[src/rtl/pdm_tx_modulator_if.sv]
// PCM sample handshake between a sample source (master) and the PDM transmitter (slave).
interface pdm_tx_modulator_if #(
  parameter int unsigned SAMPLE_WIDTH = 8
) ();
  logic signed [SAMPLE_WIDTH-1:0] sample_in;
  logic                           valid_in;
  logic                           ready_out;

  modport master (output sample_in, output valid_in, input ready_out);
  modport slave  (input sample_in, input valid_in, output ready_out);
endinterface

[src/rtl/pdm_tx_modulator.sv]
// PCM-to-PDM transmitter: bit clock divider, sample FIFO and first-order delta-sigma modulator.
module pdm_tx_modulator #(
  parameter int unsigned PDM_COUNT_PERIOD = 16,
  parameter int unsigned OSR              = 128,
  parameter int unsigned SAMPLE_WIDTH     = 8,
  parameter int unsigned FIFO_DEPTH       = 4
) (
  input  logic              clk_in,
  input  logic              rst_in,
  pdm_tx_modulator_if.slave s_if,
  output logic              pdm_clk_out,
  output logic              pdm_out,
  output logic              pdm_step_out,
  output logic              sample_step_out,
  output logic              underflow_out
);

  localparam int unsigned CNT_W  = $clog2(PDM_COUNT_PERIOD);
  localparam int unsigned BIT_W  = $clog2(OSR);
  localparam int unsigned PTR_W  = $clog2(FIFO_DEPTH);
  localparam int unsigned FCNT_W = PTR_W + 1;

  logic [CNT_W-1:0]               r_cnt;
  logic [CNT_W-1:0]               w_cnt_next;
  logic [BIT_W-1:0]               r_bit_cnt;
  logic [PTR_W-1:0]               r_wr_ptr;
  logic [PTR_W-1:0]               r_rd_ptr;
  logic [FCNT_W-1:0]              r_count;
  logic [FCNT_W-1:0]              w_count_next;
  logic signed [SAMPLE_WIDTH-1:0] r_fifo [FIFO_DEPTH];
  logic signed [SAMPLE_WIDTH-1:0] r_cur;
  logic [SAMPLE_WIDTH-1:0]        r_acc;
  logic [SAMPLE_WIDTH-1:0]        w_u;
  logic [SAMPLE_WIDTH:0]          w_sum;
  logic                           r_clk;
  logic                           r_step;
  logic                           r_pdm;
  logic                           r_sstep;
  logic                           r_uf;
  logic                           r_ready;
  logic                           w_push;
  logic                           w_bound;
  logic                           w_empty;
  logic                           w_pop;
  logic                           w_bypass;
  logic                           w_fifo_wr;

  // Next-cycle counters, handshake decode and modulator sum.
  always_comb begin
    w_cnt_next   = (r_cnt == CNT_W'(PDM_COUNT_PERIOD - 1)) ? '0 : r_cnt + CNT_W'(1);
    w_push       = s_if.valid_in && r_ready;
    w_bound      = r_step && (r_bit_cnt == BIT_W'(OSR - 1));
    w_empty      = (r_count == '0);
    w_pop        = w_bound && !w_empty;
    // An empty FIFO hands a sample arriving on the boundary edge straight to the modulator.
    w_bypass     = w_bound && w_empty && w_push;
    w_fifo_wr    = w_push && !w_bypass;
    w_count_next = r_count + FCNT_W'(w_fifo_wr) - FCNT_W'(w_pop);
    // Offset binary: flipping the sign bit adds 2^(SAMPLE_WIDTH-1).
    w_u          = {~r_cur[SAMPLE_WIDTH-1], r_cur[SAMPLE_WIDTH-2:0]};
    w_sum        = {1'b0, r_acc} + {1'b0, w_u};
  end

  // Bit clock, FIFO bookkeeping, sample load and delta-sigma state.
  always_ff @(posedge clk_in or negedge rst_in) begin
    if (!rst_in) begin
      r_cnt     <= '0;
      r_bit_cnt <= '0;
      r_wr_ptr  <= '0;
      r_rd_ptr  <= '0;
      r_count   <= '0;
      r_cur     <= '0;
      r_acc     <= '0;
      r_clk     <= 1'b0;
      r_step    <= 1'b0;
      r_pdm     <= 1'b0;
      r_sstep   <= 1'b0;
      r_uf      <= 1'b0;
      r_ready   <= 1'b0;
    end else begin
      r_cnt   <= w_cnt_next;
      r_clk   <= (w_cnt_next < CNT_W'(PDM_COUNT_PERIOD / 2));
      r_step  <= (w_cnt_next == CNT_W'(PDM_COUNT_PERIOD - 1));
      r_count <= w_count_next;
      r_ready <= (w_count_next < FCNT_W'(FIFO_DEPTH));
      r_sstep <= w_pop || w_bypass;
      r_uf    <= w_bound && w_empty && !w_push;
      if (w_fifo_wr) begin
        r_wr_ptr <= r_wr_ptr + PTR_W'(1);
      end
      if (w_pop) begin
        r_rd_ptr <= r_rd_ptr + PTR_W'(1);
        r_cur    <= r_fifo[r_rd_ptr];
      end else if (w_bypass) begin
        r_cur <= s_if.sample_in;
      end
      // The boundary bit still uses the old sample: w_sum is built from r_cur before the load.
      if (r_step) begin
        r_bit_cnt <= (r_bit_cnt == BIT_W'(OSR - 1)) ? '0 : r_bit_cnt + BIT_W'(1);
        r_acc     <= w_sum[SAMPLE_WIDTH-1:0];
        r_pdm     <= w_sum[SAMPLE_WIDTH];
      end
    end
  end

  // Sample storage; contents need no reset since pointers and count gate every read.
  always_ff @(posedge clk_in) begin
    if (w_fifo_wr) begin
      r_fifo[r_wr_ptr] <= s_if.sample_in;
    end
  end

  assign s_if.ready_out   = r_ready;
  assign pdm_clk_out      = r_clk;
  assign pdm_out          = r_pdm;
  assign pdm_step_out     = r_step;
  assign sample_step_out  = r_sstep;
  assign underflow_out    = r_uf;

endmodule
[src/flat_wrapper.sv]
// flat-port wrapper written by rule: the top's interface ports become plain ports
module pdm_tx_modulator_flat 
#(
  parameter int unsigned PDM_COUNT_PERIOD = 16,
  parameter int unsigned OSR              = 128,
  parameter int unsigned SAMPLE_WIDTH     = 8,
  parameter int unsigned FIFO_DEPTH       = 4
)
  (clk_in, rst_in, pdm_clk_out, pdm_out, pdm_step_out, sample_step_out, underflow_out, s_if_sample_in, s_if_valid_in, s_if_ready_out);
  pdm_tx_modulator_if #(.SAMPLE_WIDTH(SAMPLE_WIDTH)) s_if_i ();
  input  logic clk_in;
  input  logic rst_in;
  output logic pdm_clk_out;
  output logic pdm_out;
  output logic pdm_step_out;
  output logic sample_step_out;
  output logic underflow_out;
  input wire logic [$bits(s_if_i.sample_in)-1:0] s_if_sample_in;
  input wire logic [$bits(s_if_i.valid_in)-1:0] s_if_valid_in;
  output wire logic [$bits(s_if_i.ready_out)-1:0] s_if_ready_out;
  assign s_if_i.sample_in = s_if_sample_in;
  assign s_if_i.valid_in = s_if_valid_in;
  assign s_if_ready_out = s_if_i.ready_out;
  pdm_tx_modulator #(.PDM_COUNT_PERIOD(PDM_COUNT_PERIOD), .OSR(OSR), .SAMPLE_WIDTH(SAMPLE_WIDTH), .FIFO_DEPTH(FIFO_DEPTH)) u_core (.clk_in(clk_in), .rst_in(rst_in), .s_if(s_if_i), .pdm_clk_out(pdm_clk_out), .pdm_out(pdm_out), .pdm_step_out(pdm_step_out), .sample_step_out(sample_step_out), .underflow_out(underflow_out));
endmodule
[config.mk]
export PLATFORM = sky130hd
export DESIGN_NAME = pdm_tx_modulator_flat
export DESIGN_NICKNAME = d
export VERILOG_FILES = /design/src/rtl/pdm_tx_modulator_if.sv /design/src/rtl/pdm_tx_modulator.sv /design/src/flat_wrapper.sv
export SDC_FILE = /design/constraint.sdc
export NUM_CORES = 1
export LEC_CHECK = 0
export ABC_CLOCK_PERIOD_IN_PS = 2910
export CORE_ASPECT_RATIO = 0.5
export CORE_UTILIZATION = 35
export DETAILED_ROUTE_END_ITERATION = 16
export GPL_ROUTABILITY_DRIVEN = 0
export GPL_TIMING_DRIVEN = 0
export MAX_ROUTING_LAYER = met4
export SKIP_LAST_GASP = 1
export SLEW_MARGIN = 10
export SYNTH_ARGS = -nofsm -noshare
export SYNTH_HDL_FRONTEND = slang
export SYNTH_SLANG_ARGS = --single-unit
export TNS_END_PERCENT = 10
[constraint.sdc]
create_clock -name clk_in -period 2.91 [get_ports clk_in]
set_input_delay 0.7275 -clock clk_in [delete_from_list [all_inputs] [get_ports clk_in]]
set_output_delay 0.7275 -clock clk_in [all_outputs]
set_load 0.05 [all_outputs]
==> impl_results.md <==
- Clk slew on worst S/H paths: 0.06 ns
- Synth cell count leaders: dfrtp_1, edfxtp_1, ha_1, inv_1, xnor2_1
- Mapped Cells: 221
- Fin crit period: 2.64 ns
- Comb power frac: 13.1%
- Slew HR: 64.7%
- Hold Buf Count CTS: 0
- Global route overflow: 0
- Compound-Gate Fraction of Synth Area: 10.8%
- DR vias/cell: 4.91
- CTS tree: built
- Die W: 138 µm
- Leakage: 0.00147 µW
- Clk Latency, worst-skew pair: 0.33 ns
- Share of layout cells above drive strength 1: 17.3%
- Port Buf Inserts: 16
- N_diodes: 0
- Final instance area: 3880 µm²
- Worst-Margin Slew: 0.529 ns
- Largest family of logic cells by synthesized area: compound AO/OA/AOI/OAI gates
- #FFs+latches synth: 72
- Clock power share: 41.7%
- Clk root buf: clkbuf_16
- Mapped Nets: 251
- Core area: 8830 µm²
- Total wire length: 5560 µm
- H-tree depth: 3
- CTS Sinks: 72
- Synth area leader: dfrtp_1
- Initial antenna violation count: 0
- Synth warnings: 0
- DRC: 0
- Setup TNS: 0 ns
- Synth Area in XOR/XNOR: 3.79%
- Internal power: 2070 µW
- Die height: 70.0 µm
- Area share of the leading cell type in the synthesized netlist: 30.9%
- Fin crit share: 90.7%
- Hold Crit Class: in2async
- Drt first pass iters: 4
- Dominant synthesized flop cell: dfrtp_1
- Vias: 1,823
- Max-slew violations: 0
- Clock buffer count from CTS: 9
- Fillers: 794
- Yosys cell types: 46
- Req. time, crit path: 3.12 ns
- Largest net degree at the start of global routing: 32
- Cell Pwr Density: 708 nW/µm²
- Arr. time, crit path: 2.85 ns
- RR Endpoint: u_core.r_count[2]
- Post-synth EDFFs: 32
- Global-route wire length before repair: 9210 µm
- Sequential power share: 45.2%
- Area of the multi-input gates: 1190 µm²
- Clk_skew: 0.00641 ns
- Reg2reg setup slack: 0.27 ns
- Critical path capture point type: register
- 1st-iter DRT viols: 84
- Async S/R FF share, synth: 55.6%
- Hold Vio Cnt, Final: 0
- Maximum fanout along the worst path: 4
- Setup crit start kind: register
- Peak supply drop: 0.273 mV
- RSZ-0062 raised after global routing: false
- IO Pins: 17
- Setup WS pre-CTS: 0.101 ns
- WL/cell: 15.0 µm
- Layout net count: 279
- Switching fraction of total power: 24.5%
- Max Cap Viol: 0
- Mapped cell area: 3240 µm²
- Syn Area/Cell: 14.7 µm²
- Status: finished clean
- Post-Layout Cell Count: 371
- Post-detail-place hpwl: 3990 µm
- Final WS setup: 0.271 ns
- Fmax: 379 MHz
- Area grow syn2layout: 19.7%
- Number of global-route vias before repair: 1,894
- GR Util All Layers: 13.0%
- Post-synthesis sequential area ratio: 60.6%
- Clk buf depth: 2
- WS Path Type: reg2reg
- Setup-failing EPs final: 0
- Starting Density: 36.7%
- Placed cells: 355
- Final Util: 43.9%
- Reg2reg path depth: 13
- Post-synthesis simple-gate area fraction: 6.49%
- Most frequent cell after synthesis: dfrtp_1
- Adder-cell share of the synthesized area: 7.80%
- Rows: 24
- Post-placement cell area: 3560 µm²
- Die area: 9670 µm²
- FF/Latch Area: 1960 µm²
- Switch Pwr: 674 µW
- Synth area leaders: dfrtp_1, edfxtp_1, ha_1
- R2R Path Start: u_core.r_bit_cnt[0]
- Final ANT Viol Nets: 0
- Proportion of synthesized area in mux cells: 7.65%
per-layer routing:
| layer | track usage [%] | vias to the layer above | part of all wire [%] | routed length (µm) |
|---|---|---|---|---|
| li1 | - | 870 | - | - |
| met1 | 15.2 | 928 | 47 | 2600 |
| met2 | 20.8 | 19 | 50 | 2770 |
| met3 | 3.50 | 6 | 2.2 | 125 |
| met4 | 6.47 | 0 | 1.2 | 65 |
| met5 | - | - | 0 | 0 |
logic make-up after synthesis:
| family | count (synthesis) |
|---|---|
| AOI/OAI and AO/OA | 46 |
| and+or+nand+nor | 33 |
| muxes | 14 |
| buffers and inverters | 23 |
| DFF | 72 |
| adders and majority gates | 19 |
| xor gates and xnor gates | 14 |
per-stage QoR:
step,hold slack (ns),power [µW]
floorplan,0.432,1500
global placement,0.468,1600
detailed placement,0.478,1630
CTS,0.265,2780
global route,0.268,2870
finish,0.268,2740
power groups by stage:
stage	Sequential, µW	Clock [µW]	Combinational, µW
finish	1240	1140	360
global route	1250	1210	411
CTS	1240	1160	372
detailed placement	1260	0	369
global placement	1250	0	345
floorplan	1270	0	224
worst max-delay path: stages, from the launching register on:
cell and delay [ns]:
dfrtp_1 0.41, ha_1 0.25, nand4_4 0.15, nor2_4 0.15
nand2_1 0.12, nor2_2 0.16, ha_1 0.25, inv_1 0.06
ha_1 0.13, inv_1 0.05, fa_1 0.37, xnor2_1 0.19
xor2_1 0.20, inv_1 0.06
placed cells by master (no fill, tap or decap), drive strengths merged, types with 2 or more instances in the layout:
cell           synthesis  final
a211oi                 4      4
a21o                   3      3
a21oi                  5      5
a2bb2oi                8      8
a31oi                  2      2
and2                   5      5
and3                   2      2
buf                    4      6
bufinv                 0      2
clkbuf                 2     13
clkdlybuf4s50          0     15
clkinv                 0      2
dfrtp                 40     40
edfxtp                32     32
fa                     2      2
ha                    17     17
inv                   17     17
mux2                   6      6
mux4                   8      8
nand2                  5      5
nand3                  3      3
nand4                  2      2
nor2                   9      9
nor2b                  2      2
nor3                   2      2
o21ai                  9      9
o22ai                  8      8
xnor2                  9      9
xor2                   5      5
state kept, by name, summed over array words and instances (netlist names):
register	cells
u_core.underflow_out	1
u_core.pdm_clk_out	1
u_core.pdm_out	1
u_core.r_count	3
u_core.r_acc	8
u_core.r_cnt	4
u_core.r_wr_ptr	2
u_core.r_cur	8
u_core.s_if.ready_out	1
u_core.r_fifo	32
u_core.pdm_step_out	1
u_core.sample_step_out	1
u_core.r_rd_ptr	2
u_core.r_bit_cnt	7
cell type report:
type / count / share of cell area, %
plain buffers: 6 / 0.774
clock buffers: 11 / 6.00
inverters: 17 / 1.65
clock inverters: 5 / 2.10
flip-flops and latches: 72 / 50.6
multi-input cells: 126 / 30.6
well taps: 117 / 3.78
repair buffers: 17 / 4.52
how the worst max path moves through the flow:
stage	from	to	slack (ns)	cells past startpoint
floorplan	u_core.pdm_step_out	u_core.r_count[2]	0.21	13
global placement	rst_in	u_core.r_wr_ptr[1]	0.15	1
detailed placement	s_if_valid_in	u_core.r_count[2]	0.10	9
CTS	u_core.r_bit_cnt[0]	u_core.r_count[2]	0.17	13
global route	u_core.r_count[1]	u_core.r_count[2]	0.03	11
finish	u_core.r_bit_cnt[0]	u_core.r_count[2]	0.27	13
repair_timing:
item | CTS | global route
endpoints found under the setup margin | 0 | 1
resized for setup | 0 | 1
buffers inserted | 0 | 0
No activity file was read; power rests on OpenSTA's default activity.
